`src/rtl/decoder_pkg.sv`:
```
// Shared widths, types and a reference one-hot helper for the 3-to-8 decoder slice.
package decoder_pkg;

  localparam int unsigned DEC_IN_W  = 3;
  localparam int unsigned DEC_OUT_W = 8;

  typedef logic [DEC_IN_W-1:0]  dec_addr_t;
  typedef logic [DEC_OUT_W-1:0] dec_onehot_t;

  // Generic one-hot builder for callers that need a decode outside the core.
  function automatic dec_onehot_t onehot_of(input dec_addr_t addr);
    dec_onehot_t v;
    v       = '0;
    v[addr] = 1'b1;
    return v;
  endfunction

endpackage

```
`src/rtl/decoder_3to8_core.sv`:
```
// Purely combinational enable-gated 3-to-8 decode.
module decoder_3to8_core
  import decoder_pkg::*;
(
  input  logic [DEC_IN_W-1:0]  A,
  input  logic                 E,
  output logic [DEC_OUT_W-1:0] Y_comb
);

  dec_onehot_t dec;

  always_comb begin
    dec = '0;
    case (A)
      3'd0:    dec = 8'b0000_0001;
      3'd1:    dec = 8'b0000_0010;
      3'd2:    dec = 8'b0000_0100;
      3'd3:    dec = 8'b0000_1000;
      3'd4:    dec = 8'b0001_0000;
      3'd5:    dec = 8'b0010_0000;
      3'd6:    dec = 8'b0100_0000;
      3'd7:    dec = 8'b1000_0000;
      default: dec = '0;
    endcase
  end

  assign Y_comb = E ? dec : '0;

endmodule

```
`src/rtl/decoder_3to8.sv`:
```
// Registered 3-to-8 decoder: wraps the combinational core with the output
// register, the valid flop and the asynchronous active-high reset.
module decoder_3to8
  import decoder_pkg::*;
#(
  parameter int unsigned IN_W    = 3,
  parameter int unsigned OUT_W   = 8,
  parameter int unsigned REG_OUT = 1
) (
  input  logic             clk,
  input  logic             rst,
  input  logic [IN_W-1:0]  A,
  input  logic             E,
  output logic [OUT_W-1:0] Y,
  output logic             valid
);

  if (OUT_W != (32'd1 << IN_W)) begin : g_bad_out_w
    $error("decoder_3to8: OUT_W must equal 2**IN_W");
  end
  if (IN_W != DEC_IN_W) begin : g_bad_in_w
    $error("decoder_3to8: decode core supports IN_W == 3 only");
  end

  logic [OUT_W-1:0] y_comb;
  logic             valid_d;
  logic             valid_q;

  decoder_3to8_core u_core (
    .A      (A),
    .E      (E),
    .Y_comb (y_comb)
  );

  always_comb begin
    valid_d = E;
  end

  always_ff @(posedge clk or posedge rst) begin
    if (rst) valid_q <= 1'b0;
    else     valid_q <= valid_d;
  end

  assign valid = valid_q;

  if (REG_OUT != 0) begin : g_reg
    logic [OUT_W-1:0] y_d;
    logic [OUT_W-1:0] y_q;

    always_comb begin
      y_d = y_comb;
    end

    always_ff @(posedge clk or posedge rst) begin
      if (rst) y_q <= '0;
      else     y_q <= y_d;
    end

    assign Y = y_q;
  end else begin : g_comb
    // Pass-through still honours reset so Y stays low while rst is held.
    assign Y = rst ? '0 : y_comb;
  end

endmodule

```
`config.mk`:
```
export PLATFORM = sky130hd
export DESIGN_NAME = decoder_3to8
export DESIGN_NICKNAME = d
export VERILOG_FILES = /design/src/rtl/decoder_pkg.sv /design/src/rtl/decoder_3to8_core.sv /design/src/rtl/decoder_3to8.sv
export SDC_FILE = /design/constraint.sdc
export NUM_CORES = 1
export LEC_CHECK = 0
export ABC_CLOCK_PERIOD_IN_PS = 800
export CORE_AREA = 2 2 39 41
export CTS_BUF_LIST = sky130_fd_sc_hd__clkbuf_2
export CTS_CLUSTER_DIAMETER = 50
export DETAILED_ROUTE_END_ITERATION = 16
export DIE_AREA = 0 0 41 43
export PLACE_DENSITY_LB_ADDON = 0.25
export SYNTH_ARGS = -nofsm -noshare
export SYNTH_HDL_FRONTEND = slang
export SYNTH_SLANG_ARGS = --single-unit
export TNS_END_PERCENT = 10
```
`constraint.sdc`:
```
create_clock -name clk -period 0.8 [get_ports clk]
set_input_delay 0.16 -clock clk [delete_from_list [all_inputs] [get_ports clk]]
set_output_delay 0.16 -clock clk [all_outputs]
set_load 0.1 [all_outputs]
```
-- Word-level counts from Yosys, hierarchy flattened
Memories as Yosys holds them, arrays and structs flattened.
Index checks and enable logic that the tools add are counted.
- multiplexer cells: 1
- operators by type and width (cell ; count):
    two-way mux 8 bit ; 1
- input port bits: 6
- flip-flop bits (word level): 9
- ROM bits: 64
- output and inout port bits: 9
- memories kept: 1
- memories (memory ; depth ; width ; rd ports ; clocked after Yosys merged registers in ; write ports ; RTL line ; text):
    (no name shown) ; 8 ; 8 ; 1 ; 0 ; 0 ; decoder_3to8_core.sv:14 ; case (A)

-- Longest topological paths before layout
An unclocked memory read counts as a cell.
- depth in word-level cells: 2
- gate-level depth with buffers: 1

-- Hierarchy
A second synthesis with hierarchy kept.
- cell total of the unflattened synthesis: 18
- area total of the unflattened synthesis: 324.1 um^2
- modules (own cells, without submodules) (module ; times used ; seq. area each (um^2) ; cells an instance ; area an instance (um^2)):
    decoder_3to8 ; 1 ; 225.2 ; 10 ; 229.0
    decoder_3to8_core ; 1 ; 0.0 ; 8 ; 95.1

-- Worst setup path before layout
Ideal clock, no wire load.
- kind: reg2out
- start: register g_reg.y_q[0], in the netlist Y[0]
- end: output port Y[0]
- required time: 0.640 ns
- path buffers: 0
- arrival time: 0.883 ns
- setup slack: -0.243 ns
- cell stages (with the launch flop): 1
- cell sequence: dfrtp_1
- RTL lines (what ; RTL line ; text):
    from (decl) ; decoder_3to8.sv:48 ; logic [OUT_W-1:0] y_q;
    from (signal assigned) ; decoder_3to8.sv:56 ; else y_q <= y_d;
    to (decl) ; decoder_3to8.sv:14 ; output logic [OUT_W-1:0] Y,
No word-level cell between the ends.

-- Final worst setup path
- start: register g_reg.y_q[0], in the netlist Y[0]
- end: output port Y[0]
No word-level cell between the ends.

==> results.py <==
metrics = {
    "drt": {
        "routedWlPerCell_um": 10.1,
        "num_vias": 220,
        "ant_nets": 0,
        "totalWireLength_um": 526,
        "firstDrtPassIters": 2,
        "drt_iter0_drc": 1,
        "drc_errors": 0,
        "routed_via_density": 4.23,
    },
    "critical_path": {
        "cp_num_buf_inv": 1,
        "cp_slowest_cell": "dfrtp_4",
        "cp-end-kind": "output pin",
        "path_max_fanout": 1,
        "arrival_ns": 0.88,
        "crit_chain": "buf_12",
        "cpPeakStageDelay_ns": 0.48,
        "cp-start-kind": "flop",
        "critPathKind": "reg -> out",
        "crit_family": "flip-flops",
        "required_ns": 0.64,
    },
    "logic_synthesis": {
        "yosysSeqAreaShare": 0.692,
        "syn-cell-area_sq_um": 325,
        "synth.most_common_cell": "dfrtp_1",
        "async_reset_ff_frac": 1.00,
        "ys.flop_type": "dfrtp_1",
        "synth.top_cell.area_share": 0.692,
        "ys_top_cells_by_area": "dfrtp_1 69%, and4bb_2 12%, and4b_2 10%",
        "yosys.area.top_type": "dfrtp_1",
        "syn_inst": 18,
        "yosysWarnings": 0,
        "synth.distinct_cells": 6,
        "synth_edf_count": 0,
        "ys_ff_latch": 9,
        "synth_common_cells": "9 x dfrtp_1, 3 x and4b_2, 3 x and4bb_2",
        "syn_area_per_cell_sq_um": 18.1,
        "syn_nets": 24,
    },
    "clock_network": {
        "clock_path_buffers": 2,
        "cts_root_buffer": "clkbuf_2",
        "htree_levels": 1,
        "cts_tree": "built",
        "cts.sinks": 9,
        "numCtsBuffers": 3,
        "cts.clk_slew.worst_paths_ns": 0.08,
    },
    "placement": {
        "portBuffers": 14,
        "gp_congestion": 0.670,
        "dp_cells": 48,
        "dpl.hpwl_um": 449,
    },
    "power": {
        "sw_frac_of_total": 0.289,
        "clkPwrFrac": 0.281,
        "ir_drop_v": 0.000781,
        "p_leak_nw": 0.264,
        "cellInternalPower_mw": 0.681,
        "power_density_mw_per_mm2": 1580,
        "power.total_mw": 0.957,
        "switchingPower_mw": 0.276,
        "seq_power_share": 0.502,
        "power_frac_comb": 0.217,
    },
    "floorplanning": {
        "io_pins": 15,
        "die_area_sq_mm": 0.00176,
        "die_w_um": 41,
        "num_rows": 14,
        "start_util": 0.235,
        "core_sq_mm": 0.00138,
        "die-height_um": 43,
    },
    "finish": {
        "stdcell_count": 52,
        "multiInputGateArea_sq_um": 96.3,
        "fin_nets": 43,
        "area_growth_pct": 85.8,
        "drive_above_1_share": 0.833,
        "final-seq-area_sq_um": 239,
        "fillers": 123,
        "n_antenna_cell": 0,
    },
    "run_status": {
        "violations": "negative setup slack",
        "outcome": "finished, violations left",
    },
    "flow_run": {
        "maxCapViolCount": 0,
    },
    "timing": {
        "fin_ws_ns": -0.238,
        "rsz0062_at_grt": "yes",
        "hold_viol": 0,
        "timing.fmax_ghz": 0.963,
        "finalCriticalPeriod_ns": 1.04,
        "finalSetupViolCount": 9,
        "fin_crit_sh": 1.30,
        "tightest_slew_ns": 0.309,
        "finalMaxSlewViolations": 0,
        "slew_headroom": 0.794,
    },
    "hold_path": {
        "hp-class": "in -> async",
    },
    "global_route": {
        "antenna_found_initial": 0,
        "grt_pass1_vias": 216,
        "grt_pass1_wl_um": 924,
        "overflow": 0,
        "gr-usage-all-layers": 0.0855,
        "grt_max_degree": 10,
    },
}
cells by family after synthesis:
| kind of cell | synth area share |
|---|---|
| AND/OR/NAND/NOR | 0.296 |
| flip-flops | 0.692 |
| buffers and inverters | 0.0115 |
area by class of cell:
type / instances / area share
timing repair buffer: 14 / 0.373
sequential: 9 / 0.395
tap: 16 / 0.0331
inverter: 1 / 0.00621
clock buffer: 4 / 0.0331
multi-input combinational: 8 / 0.159
state kept, by name, indices dropped and copies added, names as in the netlist:
name	cells
valid	1
Y	8
worst max path at each step:
| stage | cells past startpoint | startpoint | to | slack (ns) |
|---|---|---|---|---|
| global route | 1 | Y[0]$_DFF_PP0_ | Y[0] | -0.27 |
| finish | 1 | Y[0]$_DFF_PP0_ | Y[0] | -0.24 |
| floorplan | 0 | Y[1]$_DFF_PP0_ | Y[1] | -0.006 |
| detailed placement | 2 | A[2] | Y[1]$_DFF_PP0_ | -0.35 |
| global placement | 2 | A[1] | Y[4]$_DFF_PP0_ | -0.31 |
| CTS | 1 | Y[0]$_DFF_PP0_ | Y[0] | -0.25 |
through the flow:
step / setup WS (ns) / utilization / setup TNS, ns / cell area [sq um] / hold WS, ns
CTS: -0.254 / 0.437 / -1.76 / 604 / 0.177
global placement: -0.312 / 0.426 / -2.35 / 589 / 0.434
global route: -0.266 / 0.437 / -1.91 / 604 / 0.196
finish: -0.238 / 0.437 / -1.60 / 604 / 0.174
detailed placement: -0.346 / 0.426 / -2.62 / 589 / 0.445
floorplan: -0.00565 / - / -0.0452 / 339 / -0.0126
layer usage:
| metal | share of wire | vias to the layer above | GRT usage |
|---|---|---|---|
| met1 | 0.33 | 103 | 0.0872 |
| met5 | 0 | - | 0 |
| li1 | - | 105 | - |
| met2 | 0.54 | 10 | 0.113 |
| met4 | 0.032 | 0 | 0.120 |
| met3 | 0.099 | 2 | 0.0209 |
power by group through the flow:
stage / Sequential [mW] / Combinational, mW / Clock [mW]
6_report: 0.480 / 0.208 / 0.269
5_1_grt: 0.482 / 0.220 / 0.301
4_1_cts: 0.481 / 0.211 / 0.283
3_5_place_dp: 0.490 / 0.218 / 0
3_3_place_gp: 0.490 / 0.215 / 0
2_1_floorplan: 0.580 / 0.0227 / 0
layout by cell type, fill, tap and decap left out, drive strengths merged:
| master | count |
|---|---|
| dfrtp | 9 |
| dlygate4sd2 | 4 |
| inv | 1 |
| clkbuf | 4 |
| and4bb | 3 |
| and4 | 1 |
| clkdlybuf4s50 | 1 |
| buf | 9 |
| and4b | 3 |
| nor4b | 1 |
what timing repair did:
| action | 4_1_cts | 5_1_grt |
|---|---|---|
| endpoints found under the setup margin | 17 | 9 |
| resized for setup | 4 | 0 |
| hold buffers | 0 | 0 |
| setup buffers | 0 | 0 |
(Power assumes the default switching activity.)
